==> src/rtl/cic_ctrl_pkg.sv <==
// Shared definitions for the CIC rate sequencer: FSM state encoding and
// the decimation legality rules for each CIC base-rate family.
package cic_ctrl_pkg;

  localparam logic [1:0] RUN    = 2'd0;
  localparam logic [1:0] DRAIN  = 2'd1;
  localparam logic [1:0] LOAD   = 2'd2;
  localparam logic [1:0] SETTLE = 2'd3;

  // Base decimation of the CIC family selected by CICRATE.
  function automatic int cic_base(input int cicrate);
    if (cicrate == 10 || cicrate == 13) return 2;
    else if (cicrate == 5)              return 5;
    else                                return 3;
  endfunction

  // Legal decimations are BASE*{1,2,4,8}; everything else (including 0/1) is rejected.
  function automatic logic cic_dec_legal(input int dec, input int cicrate);
    int b;
    b = cic_base(cicrate);
    return (dec == b) || (dec == 2 * b) || (dec == 4 * b) || (dec == 8 * b);
  endfunction

endpackage

==> src/rtl/cic_rate_sequencer_if.sv <==
// Decimation-change request channel between the host/config path and the sequencer.
interface cic_rate_sequencer_if #(
  parameter int DEC_WIDTH = 6
) ();

  logic [DEC_WIDTH-1:0] req_decimation;
  logic                 req_valid;
  logic                 req_ready;
  logic                 rate_err;

  modport master (
    output req_decimation,
    output req_valid,
    input  req_ready,
    input  rate_err
  );

  modport slave (
    input  req_decimation,
    input  req_valid,
    output req_ready,
    output rate_err
  );

endinterface

==> src/rtl/cic_strobe_delay.sv <==
// Register pipe that delays the "good output" tag so it lines up with the
// CIC output data, which appears a fixed number of cycles after its strobe.
module cic_strobe_delay #(
  parameter int DEPTH = 2
) (
  input  logic clock,
  input  logic reset,
  input  logic tag_in,
  output logic tag_out
);

  logic [DEPTH-1:0] vld_p;

  // Shift the tag one stage per cycle; reset flushes any tags in flight.
  always_ff @(posedge clock or posedge reset) begin
    if (reset) begin
      vld_p <= '0;
    end else begin
      vld_p[0] <= tag_in;
      for (int i = 1; i < DEPTH; i++) begin
        vld_p[i] <= vld_p[i-1];
      end
    end
  end

  assign tag_out = vld_p[DEPTH-1];

endmodule

==> src/rtl/cic_rate_sequencer.sv <==
// Sequences decimation changes for a variable-rate CIC: a new rate is only
// applied at an output boundary, one input sample is dropped on the load
// cycle, and the transient outputs after a change are blanked.
module cic_rate_sequencer
  import cic_ctrl_pkg::*;
#(
  parameter int CICRATE        = 12,
  parameter int DEC_WIDTH      = 6,
  parameter int DEFAULT_DEC    = 24,
  parameter int SETTLE_OUTPUTS = 5,
  parameter int VALID_DELAY    = 2
) (
  input  logic                 clock,
  input  logic                 reset,
  input  logic                 adc_strobe,
  cic_rate_sequencer_if.slave  req,
  output logic                 cic_in_strobe,
  output logic [DEC_WIDTH-1:0] cic_decimation,
  input  logic                 cic_out_strobe,
  output logic                 out_valid,
  output logic                 busy
);

  localparam int                   SCW         = $clog2(SETTLE_OUTPUTS + 1);
  localparam logic [SCW-1:0]       SETTLE_LAST = SCW'(SETTLE_OUTPUTS - 1);
  localparam logic [DEC_WIDTH-1:0] DEC_RESET   = DEC_WIDTH'(DEFAULT_DEC);

  logic [1:0]           state;
  logic [SCW-1:0]       settle_cnt;
  logic [DEC_WIDTH-1:0] pend_dec;
  logic                 rate_err_q;
  logic                 req_legal;
  logic                 good_tag;

  assign req_legal     = cic_dec_legal(int'(req.req_decimation), CICRATE);
  assign req.req_ready = (state == RUN);
  assign req.rate_err  = rate_err_q;
  assign busy          = (state != RUN);
  assign cic_in_strobe = adc_strobe && (state != LOAD);
  // Old-rate samples (including the one that ends DRAIN) are settled output.
  assign good_tag      = cic_out_strobe && (state == RUN || state == DRAIN);

  // Control FSM: accept requests in RUN, wait for a boundary, load, then blank transients.
  always_ff @(posedge clock or posedge reset) begin
    if (reset) begin
      state          <= SETTLE;
      cic_decimation <= DEC_RESET;
      settle_cnt     <= '0;
      rate_err_q     <= 1'b0;
    end else begin
      rate_err_q <= 1'b0;
      case (state)
        RUN: begin
          if (req.req_valid) begin
            if (!req_legal)                             rate_err_q <= 1'b1;
            else if (req.req_decimation != cic_decimation) state   <= DRAIN;
          end
        end
        DRAIN: begin
          if (cic_out_strobe) state <= LOAD;
        end
        LOAD: begin
          cic_decimation <= pend_dec;
          settle_cnt     <= '0;
          state          <= SETTLE;
        end
        SETTLE: begin
          if (cic_out_strobe) begin
            settle_cnt <= settle_cnt + 1'b1;
            if (settle_cnt == SETTLE_LAST) state <= RUN;
          end
        end
        default: state <= SETTLE;
      endcase
    end
  end

  // Capture the requested rate when a change is accepted; only read after DRAIN.
  always_ff @(posedge clock) begin
    if (state == RUN && req.req_valid && req_legal) pend_dec <= req.req_decimation;
  end

  cic_strobe_delay #(
    .DEPTH (VALID_DELAY)
  ) u_strobe_delay (
    .clock   (clock),
    .reset   (reset),
    .tag_in  (good_tag),
    .tag_out (out_valid)
  );

endmodule
==> src/flat_wrapper.sv <==
// flat-port wrapper written by rule: the top's interface ports become plain ports
module cic_rate_sequencer_flat import cic_ctrl_pkg::*;
#(
  parameter int CICRATE        = 12,
  parameter int DEC_WIDTH      = 6,
  parameter int DEFAULT_DEC    = 24,
  parameter int SETTLE_OUTPUTS = 5,
  parameter int VALID_DELAY    = 2
)
  (clock, reset, adc_strobe, cic_in_strobe, cic_decimation, cic_out_strobe, out_valid, busy, req_req_decimation, req_req_valid, req_req_ready, req_rate_err);
  cic_rate_sequencer_if #(.DEC_WIDTH(DEC_WIDTH)) req_i ();
  input  logic clock;
  input  logic reset;
  input  logic adc_strobe;
  output logic cic_in_strobe;
  output logic [DEC_WIDTH-1:0] cic_decimation;
  input  logic cic_out_strobe;
  output logic out_valid;
  output logic busy;
  input wire logic [$bits(req_i.req_decimation)-1:0] req_req_decimation;
  input wire logic [$bits(req_i.req_valid)-1:0] req_req_valid;
  output wire logic [$bits(req_i.req_ready)-1:0] req_req_ready;
  output wire logic [$bits(req_i.rate_err)-1:0] req_rate_err;
  assign req_i.req_decimation = req_req_decimation;
  assign req_i.req_valid = req_req_valid;
  assign req_req_ready = req_i.req_ready;
  assign req_rate_err = req_i.rate_err;
  cic_rate_sequencer #(.CICRATE(CICRATE), .DEC_WIDTH(DEC_WIDTH), .DEFAULT_DEC(DEFAULT_DEC), .SETTLE_OUTPUTS(SETTLE_OUTPUTS), .VALID_DELAY(VALID_DELAY)) u_core (.clock(clock), .reset(reset), .adc_strobe(adc_strobe), .req(req_i), .cic_in_strobe(cic_in_strobe), .cic_decimation(cic_decimation), .cic_out_strobe(cic_out_strobe), .out_valid(out_valid), .busy(busy));
endmodule
==> config.mk <==
export PLATFORM = sky130hd
export DESIGN_NAME = cic_rate_sequencer_flat
export DESIGN_NICKNAME = d
export VERILOG_FILES = /design/src/rtl/cic_ctrl_pkg.sv /design/src/rtl/cic_rate_sequencer_if.sv /design/src/rtl/cic_strobe_delay.sv /design/src/rtl/cic_rate_sequencer.sv /design/src/flat_wrapper.sv
export SDC_FILE = /design/constraint.sdc
export NUM_CORES = 1
export LEC_CHECK = 0
export ABC_CLOCK_PERIOD_IN_PS = 2400
export CORE_MARGIN = 2
export CORE_UTILIZATION = 40
export DETAILED_ROUTE_END_ITERATION = 16
export PLACE_DENSITY = 0.66
export SLEW_MARGIN = 20
export SYNTH_ARGS = -nofsm -noshare
export SYNTH_HDL_FRONTEND = slang
export SYNTH_SLANG_ARGS = --single-unit
==> constraint.sdc <==
create_clock -name clock -period 2.4 [get_ports clock]
set_clock_uncertainty 0.1 [all_clocks]
set_input_delay 0.48 -clock clock [delete_from_list [all_inputs] [get_ports clock]]
set_output_delay 0.48 -clock clock [all_outputs]
set_load 0.05 [all_outputs]
==> key figures, run 1 <==
Run status
  – Outcome: finished clean

Timing
  – RSZ-0062 raised after global routing: false
  – Slew Limit Headroom: 0.6325
  – Final Max Tran Viols: 0
  – Fmax: 0.4340 GHz
  – Fin worst setup slack: around 0.096 ns
  – Worst slew pin tran: around 0.55 ns
  – Final min period: 2.304 ns
  – Hold WS: about 0.26 ns
  – Setup violations, final: 0
  – Period utilization: 0.9601
  – Final hold violation count: 0

Yosys
  – Net Count, Synth: 96
  – Area of the mapped netlist: roughly 970 um^2
  – Post-Synth Adder-Cell Area: 0.07702
  – Xor and xnor fraction of the mapped netlist area: 0.06290
  – Register area share after synthesis: 0.5494
  – Unique masters post-synth: 26
  – Mapped Cells: between 70 and 80
  – Area share of and/or/nand/nor cells after synthesis: 0.1014
  – Syn_area_per_cell: around 12 um^2
  – Mux contribution to synthesized area: 0.1053
  – Ys Warns: 0
  – #FFs+latches synth: 20
  – Main combinational cell family by area after synthesis: multiplexers
  – Synth Area in Compound Gates: 0.06932

Floorplanning
  – Die ar.: ~0.0028 mm^2
  – Die H: roughly 53 um
  – Die W: about 53 um
  – Row cnt: 17
  – Initial Utilization: 0.4323
  – Io pins: 22
  – Core area: approximately 0.0023 mm^2

Worst setup path
  – Critical Path Start: u_core.state[0]$_DFFE_PP1P_
  – CP endpoint kind: output pin
  – R2R depth: 6
  – Flop2flop setup slack: 0.42 ns
  – Worst r2r src: u_core.state[1]$_DFFE_PP1P_
  – Setup crit end: cic_in_strobe
  – Worst R2R End: u_core.state[1]$_DFFE_PP1P_
  – Worst path required time: between 1.5 and 2 ns
  – CP Launch Type: flip-flop
  – Crit path DAT: 1.72 ns
  – Critical path class: reg2out
  – CP max FO: 10

Route
  – Vias per cell: 4.878
  – Final ANT Viol Nets: 0
  – Via count: 678
  – Drt total wl: 1864 um
  – Drt first-iter violations: 7
  – DRC Markers: 0
  – Routed WL per cell: ~13 um
  – TritonRoute pass-1 iters: 5

Placement
  – Placed cells: approximately 140
  – Placer Congestion: 0.8033
  – Port bufs: 21
  – Setup slack at placement: -0.1047 ns
  – Final HPWL DP: 1399 um

Final layout
  – Most frequent cells in the layout: clkdlybuf4s50_1 (18), buf_4 (10), dfrtp_1 (10), nand2_1 (8), inv_1 (7)
  – Area Growth Syn to Fin: 35.82%
  – Most common cell after layout, fill and taps aside: clkdlybuf4s50_1
  – Final cell count without fillers: approximately 140
  – Nets: between 100 and 150
  – Share of layout cells above drive strength 1: 0.2432
  – Diode count: 0

Hold path
  – Min-delay worst type: reg2reg

CTS
  – # clock sinks: 20
  – Root Buffer: clkbuf_4
  – Post-CTS setup buffers: 0
  – Clock latency at the later pin of the worst-skew pair: approximately 0.30 ns
  – Hold Buf Count CTS: 0
  – CTS max path bufs: 2
  – H-tree levels: 1
  – CTS tree: done
  – PostCTS Resize Cnt: 0
  – CTS buffer count: 3
  – Clock transition at the registers of the reported paths: between 0.1 and 0.15 ns

Flow run
  – Number of max-cap violations: 0

Pwr
  – Clock group share of total power: 0.095
  – Final Power: ~1.7 mW
  – Power Density: approximately 1300 mW/mm^2
  – Lkg Pwr: 0.5735 nW
  – Net Sw Frac: 0.4372
  – Internal power: slightly below 1 mW
  – Part of the power in registers: 0.328
  – Switching power: 0.7629 mW
  – Peak VDD IR: slightly above 0.6 mV
  – Combinational Power Share: 0.577

Global routing
  – GRT overflow: 0
  – Overall Global Routing Usage: 0.1652
  – Number of global-route vias before repair: approximately 760
  – First-pass GRT wire length: about 3300 um
  – Largest net degree at the start of global routing: 15
  – Initial antenna violation count: 0
critical path: stages (launching register included):
cell,delay [ns]
dfstp_2,0.57
inv_1,0.07
ha_1,0.35
nor2b_1,0.26
buf_12,0.17
stage by stage:
stage          instance area, um^2  utilization  setup TNS, ns
6_report                      1324       0.5871              0
2_1_floorplan                974.7            -              0
3_3_place_gp                  1297       0.5755        -0.6116
4_1_cts                       1324       0.5871              0
3_5_place_dp                  1297       0.5755        -0.6897
5_1_grt                       1324       0.5871              0
cell families after synthesis:
family / after synthesis
AOI/OAI and AO/OA: 9
DFF: 20
xor gates and xnor gates: 7
adders and majority gates: 6
buffers and inverters: 9
muxes: 9
and+or+nand+nor: 19
power groups by stage:
stage	Clock [mW]	Sequential (mW)	Combinational [mW]
3_5_place_dp	0	0.581	1.01
4_1_cts	0.168	0.575	1.02
2_1_floorplan	0	0.790	0.457
6_report	0.165	0.573	1.01
3_3_place_gp	0	0.578	0.999
5_1_grt	0.182	0.591	1.08
state kept, by name, indices dropped and copies added (netlist names):
signal / count
u_core.settle_cnt: 3
u_core.pend_dec: 6
u_core.state: 2
u_core.u_strobe_delay.vld_p: 2
u_core.req.rate_err: 1
u_core.cic_decimation: 6
per-layer routing:
layer  GRT usage  vias up  part of all wire
met5           0        -                 0
met4     0.09829        0             0.017
met3     0.03672        4             0.019
met2      0.2469       10              0.46
met1      0.2157      322              0.51
li1            -      342                 -
Yosys cell counts:
cell,count,area [um^2]
xnor2_1,2,17.52
nand2_1,8,30.03
a31oi_1,1,6.260
nor4bb_1,1,10.01
nor4_1,1,6.260
inv_1,7,26.28
dfstp_2,4,105.1
mux2i_1,2,20.02
nor2b_1,1,6.260
dfrtp_1,10,250.2
ha_1,6,75.07
or4b_1,1,10.01
o21bai_1,1,7.510
edfxtp_1,6,180.2
o21ai_0,3,15.01
mux2_2,6,67.56
nand3_1,2,10.01
clkbuf_1,2,7.510
nor2_1,2,7.510
a211oi_2,1,12.51
a311oi_1,1,8.760
o21a_1,1,7.510
and3_1,3,18.77
mux2_4,1,15.01
a32o_1,1,10.01
xor2_1,5,43.79
cell type report:
class	instances	area, um^2
Fill cell	206	930.9
Clock buffer	3	22.52
Tap cell	28	35.03
Sequential cell	20	535.5
Multi-Input combinational cell	50	405.4
Inverter	7	26.28
Clock inverter	1	3.754
Timing Repair Buffer	30	295.3
worst min-delay path by stage:
stage                                                   from  slack [ns]                                       end  cells past startpoint
finish              u_core.u_strobe_delay.vld_p[0]$_DFF_PP0_        0.26  u_core.u_strobe_delay.vld_p[1]$_DFF_PP0_                      0
global route        u_core.u_strobe_delay.vld_p[0]$_DFF_PP0_        0.28  u_core.u_strobe_delay.vld_p[1]$_DFF_PP0_                      0
CTS                 u_core.u_strobe_delay.vld_p[0]$_DFF_PP0_        0.26  u_core.u_strobe_delay.vld_p[1]$_DFF_PP0_                      0
detailed placement  u_core.u_strobe_delay.vld_p[0]$_DFF_PP0_        0.24  u_core.u_strobe_delay.vld_p[1]$_DFF_PP0_                      0
global placement    u_core.u_strobe_delay.vld_p[0]$_DFF_PP0_        0.24  u_core.u_strobe_delay.vld_p[1]$_DFF_PP0_                      0
floorplan           u_core.u_strobe_delay.vld_p[0]$_DFF_PP0_        0.23  u_core.u_strobe_delay.vld_p[1]$_DFF_PP0_                      0
Note: power is estimated with default switching activity, not from simulation.
==> run 2, diff against run 1 <==
Settings changed: CORE_ASPECT_RATIO set to 1.25, PLACE_DENSITY 0.66 to 0.65, SYNTH_HIERARCHICAL set to 1.
==> run 2 against run 1 <==
Via count increased by 10%; setup slack improved by 0.052 ns; first-iteration DRC count increased to 3.9 times the previous value; combinational power increased by 8%; synthesized cell count increased by 10%; largest cell class unchanged.
==> key figures, run 2 <==
Run status
  – Outcome: finished clean

Timing
  – Setup violations, final: 0 (unchanged)
  – Final hold violation count: 0 (unchanged)
  – Total negative slack: 0 ns (unchanged)
  – RSZ-0062 raised after global routing: false
  – Final Max Tran Viols: 0 (unchanged)
  – Fmax: 0.4439 GHz (+2.3%)
  – Worst slew pin tran: 0.5166 ns (-0.03403 ns)
  – Period utilization: 0.9386 (-0.02152)
  – Final min period: 2.253 ns (-0.05165 ns)
  – Slew Limit Headroom: 0.6552 (+0.02271)

Pwr
  – Switching power: 0.8290 mW (+8.7%)
  – Combinational Power Share: 0.585 (+0.008)
  – Peak VDD IR: 0.7249 mV (+18%)
  – Internal power: 1.038 mW (+5.7%)
  – Net Sw Frac: 0.4440 (+0.006850)
  – Power Density: 1352 mW/mm^2 (+2.5%)
  – Lkg Pwr: 0.5572 nW (-2.8%)
  – Part of the power in registers: 0.310 (-0.018)
  – Clock group share of total power: 0.105 (+0.010)

Yosys
  – Net Count, Synth: 104 (+8.3%)
  – Post-synth EDFFs: 6 (unchanged)
  – Unique masters post-synth: 33 (+27%)
  – Synth area leaders: dfrtp_1 (24%), edfxtp_1 (17%), dfstp_2 (10%)
  – Register area share after synthesis: 0.5150 (-0.03438)
  – Ys async rst share: 0.7000 (unchanged)
  – Top_reg_cell synth: dfrtp_1
  – Most instantiated library cell after synthesis: dfrtp_1
  – Synth cell count leaders: dfrtp_1 (10), inv_1 (7), xnor2_1 (7)
  – Syn_area_per_cell: 11.95 um^2 (-3.1%)
  – Ys Warns: 6 (+6)
  – Dominant cell type by area after synthesis: dfrtp_1
  – Mapped Cells: 87 (+10%)
  – Area of the mapped netlist: 0.001040 mm^2 (+6.7%)
  – #FFs+latches synth: 20 (unchanged)
  – Share of the synthesized area in the top cell type: 0.2407 (-0.01607)

Route
  – Drt first-iter violations: 27 (+20)
  – Vias per cell: 5.027 (+3.1%)
  – Final ANT Viol Nets: 0 (unchanged)
  – Via count: 749 (+10%)
  – TritonRoute pass-1 iters: 4 (-1)
  – Drt total wl: 2023 um (+8.5%)
  – Routed WL per cell: 13.58 um (+1.2%)
  – DRC Markers: 0 (unchanged)

Hold path
  – Min-delay worst type: in2async

CTS
  – Root Buffer: clkbuf_4
  – Clock latency at the later pin of the worst-skew pair: 0.30 ns (about the same)
  – H-tree levels: 1 (unchanged)
  – CTS tree: done
  – CTS max path bufs: 2 (unchanged)
  – Post-CTS setup buffers: 0 (unchanged)
  – Clock transition at the registers of the reported paths: 0.11 ns (about the same)
  – # clock sinks: 20 (unchanged)
  – CTS buffer count: 3 (unchanged)
  – PostCTS Resize Cnt: 0 (unchanged)
  – Hold Buf Count CTS: 0 (unchanged)

Floorplanning
  – Core area: 0.002452 mm^2 (+8.8%)
  – Die ar.: 0.003026 mm^2 (+6.2%)
  – Row cnt: 20 (+3)
  – Die H: 61 um (+14%)
  – Io pins: 22 (unchanged)
  – Die W: 49.60 um (-7.1%)
  – Initial Utilization: 0.4240 (-0.008318)

Worst setup path
  – Worst path required time: 1.82 ns (about the same)
  – CP max stage delay: 0.80 ns (+0.23 ns)
  – CP max stage cell: clkdlybuf4s50_1
  – CP Launch Type: flip-flop
  – Cells along the critical path: clkdlybuf4s50_1
  – Delay-heaviest family, CP: buffers and inverters
  – Buf/Inv on CP: 1 (-1)
  – Crit path DAT: 1.67 ns (-0.05 ns)
  – CP endpoint kind: output pin
  – CP max FO: 3 (-7)
  – Critical path class: reg2out

Placement
  – Port bufs: 21 (unchanged)
  – Placer Congestion: 0.7669 (-4.5%)
  – Placed cells: 145 (+7.4%)
  – Final HPWL DP: 1548 um (+11%)

Global routing
  – GRT overflow: 0 (unchanged)
  – Initial antenna violation count: 0 (unchanged)
  – Overall Global Routing Usage: 0.1542 (-0.01100)
  – Number of global-route vias before repair: 760 (+0.66%)
  – First-pass GRT wire length: 3422 um (+4.6%)
  – Largest net degree at the start of global routing: 13 (-2)

Final layout
  – Diode count: 0 (unchanged)
  – Final cell count without fillers: 149 (+7.2%)
  – Area Growth Syn to Fin: 32.85%
  – Most common cell after layout, fill and taps aside: clkdlybuf4s50_1
  – Most frequent cells in the layout: clkdlybuf4s50_1 (18), dfrtp_1 (10), buf_4 (7), xnor2_1 (7), inv_1 (7)
  – Nets: 134 (+3.9%)
  – Top Registers: u_core/cic_decimation: 6 flops, u_core/pend_dec: 6 flops, u_core/settle_cnt: 3 flops
  – Share of layout cells above drive strength 1: 0.2328 (-0.01048)

Flow run
  – Number of max-cap violations: 0 (unchanged)
-- run 2: stage by stage --
stage	instance area, um^2	power (mW)	hold WS (ns)	setup slack [ns]	utilization
floorplan	1040	1.328	0.1212	0.1096	-
global placement	1345	1.663	0.2403	0.05348	0.5485
detailed placement	1345	1.680	0.2511	0.001883	0.5485
CTS	1381	1.880	0.2270	0.1355	0.5633
global route	1381	1.996	0.2580	0.08818	0.5633
finish	1381	1.867	0.2366	0.1473	0.5633
-- run 2: cell families (layout without fill, tap and decap cells) --
group,count (synthesis),after routing,synth area share
flops,20,20,0.5150
fa+ha+maj,6,6,0.07220
simple gates,18,18,0.09266
buf+inv,9,38,0.03369
compound gates,20,20,0.1528
mux,7,7,0.07460
xor+xnor,7,7,0.05897
-- run 2: per-layer routing --
layer / GRT usage / part of all wire / up-vias
li1: - / - / 366
met1: 0.1787 / 0.45 / 360
met2: 0.2762 / 0.49 / 18
met3: 0.02463 / 0.036 / 5
met4: 0.08333 / 0.020 / 0
met5: 0 / 0 / -
-- run 2: layout make-up --
class / count / area [um^2]
sequential: 20 / 535.5
fill: 243 / 1071
multi-input combinational: 58 / 469.2
tap: 33 / 41.29
clock buffer: 4 / 36.28
timing repair buffer: 27 / 272.8
inverter: 7 / 26.28
-- run 2: worst paths after layout --
path | from | endpoint | slack, ns | cells past startpoint
min in group clock | u_core/u_strobe_delay/vld_p[0]$_DFF_PP0_ | u_core/u_strobe_delay/vld_p[1]$_DFF_PP0_ | 0.28 | 0
min | reset | u_core/u_strobe_delay/vld_p[1]$_DFF_PP0_ | 0.24 | 2
max | u_core/cic_decimation[3]$_DFFE_PP1P_ | cic_decimation[3] | 0.15 | 1
min reg2reg | u_core/u_strobe_delay/vld_p[0]$_DFF_PP0_ | u_core/u_strobe_delay/vld_p[1]$_DFF_PP0_ | 0.28 | 0
max reg2reg | u_core/state[1]$_DFFE_PP1P_ | u_core/state[1]$_DFFE_PP1P_ | 0.60 | 6
max in group asynchronous | reset | u_core/state[0]$_DFFE_PP1P_ | 1.42 | 2
-- run 2: power groups by stage --
stage                     Clock (mW)  Combinational, mW  Sequential, mW
after floorplan                    0              0.529           0.798
after global placement             0               1.08           0.584
after detailed placement           0               1.09           0.587
after CTS                      0.203               1.10           0.581
after global routing           0.221               1.18           0.598
final                          0.196               1.09           0.579
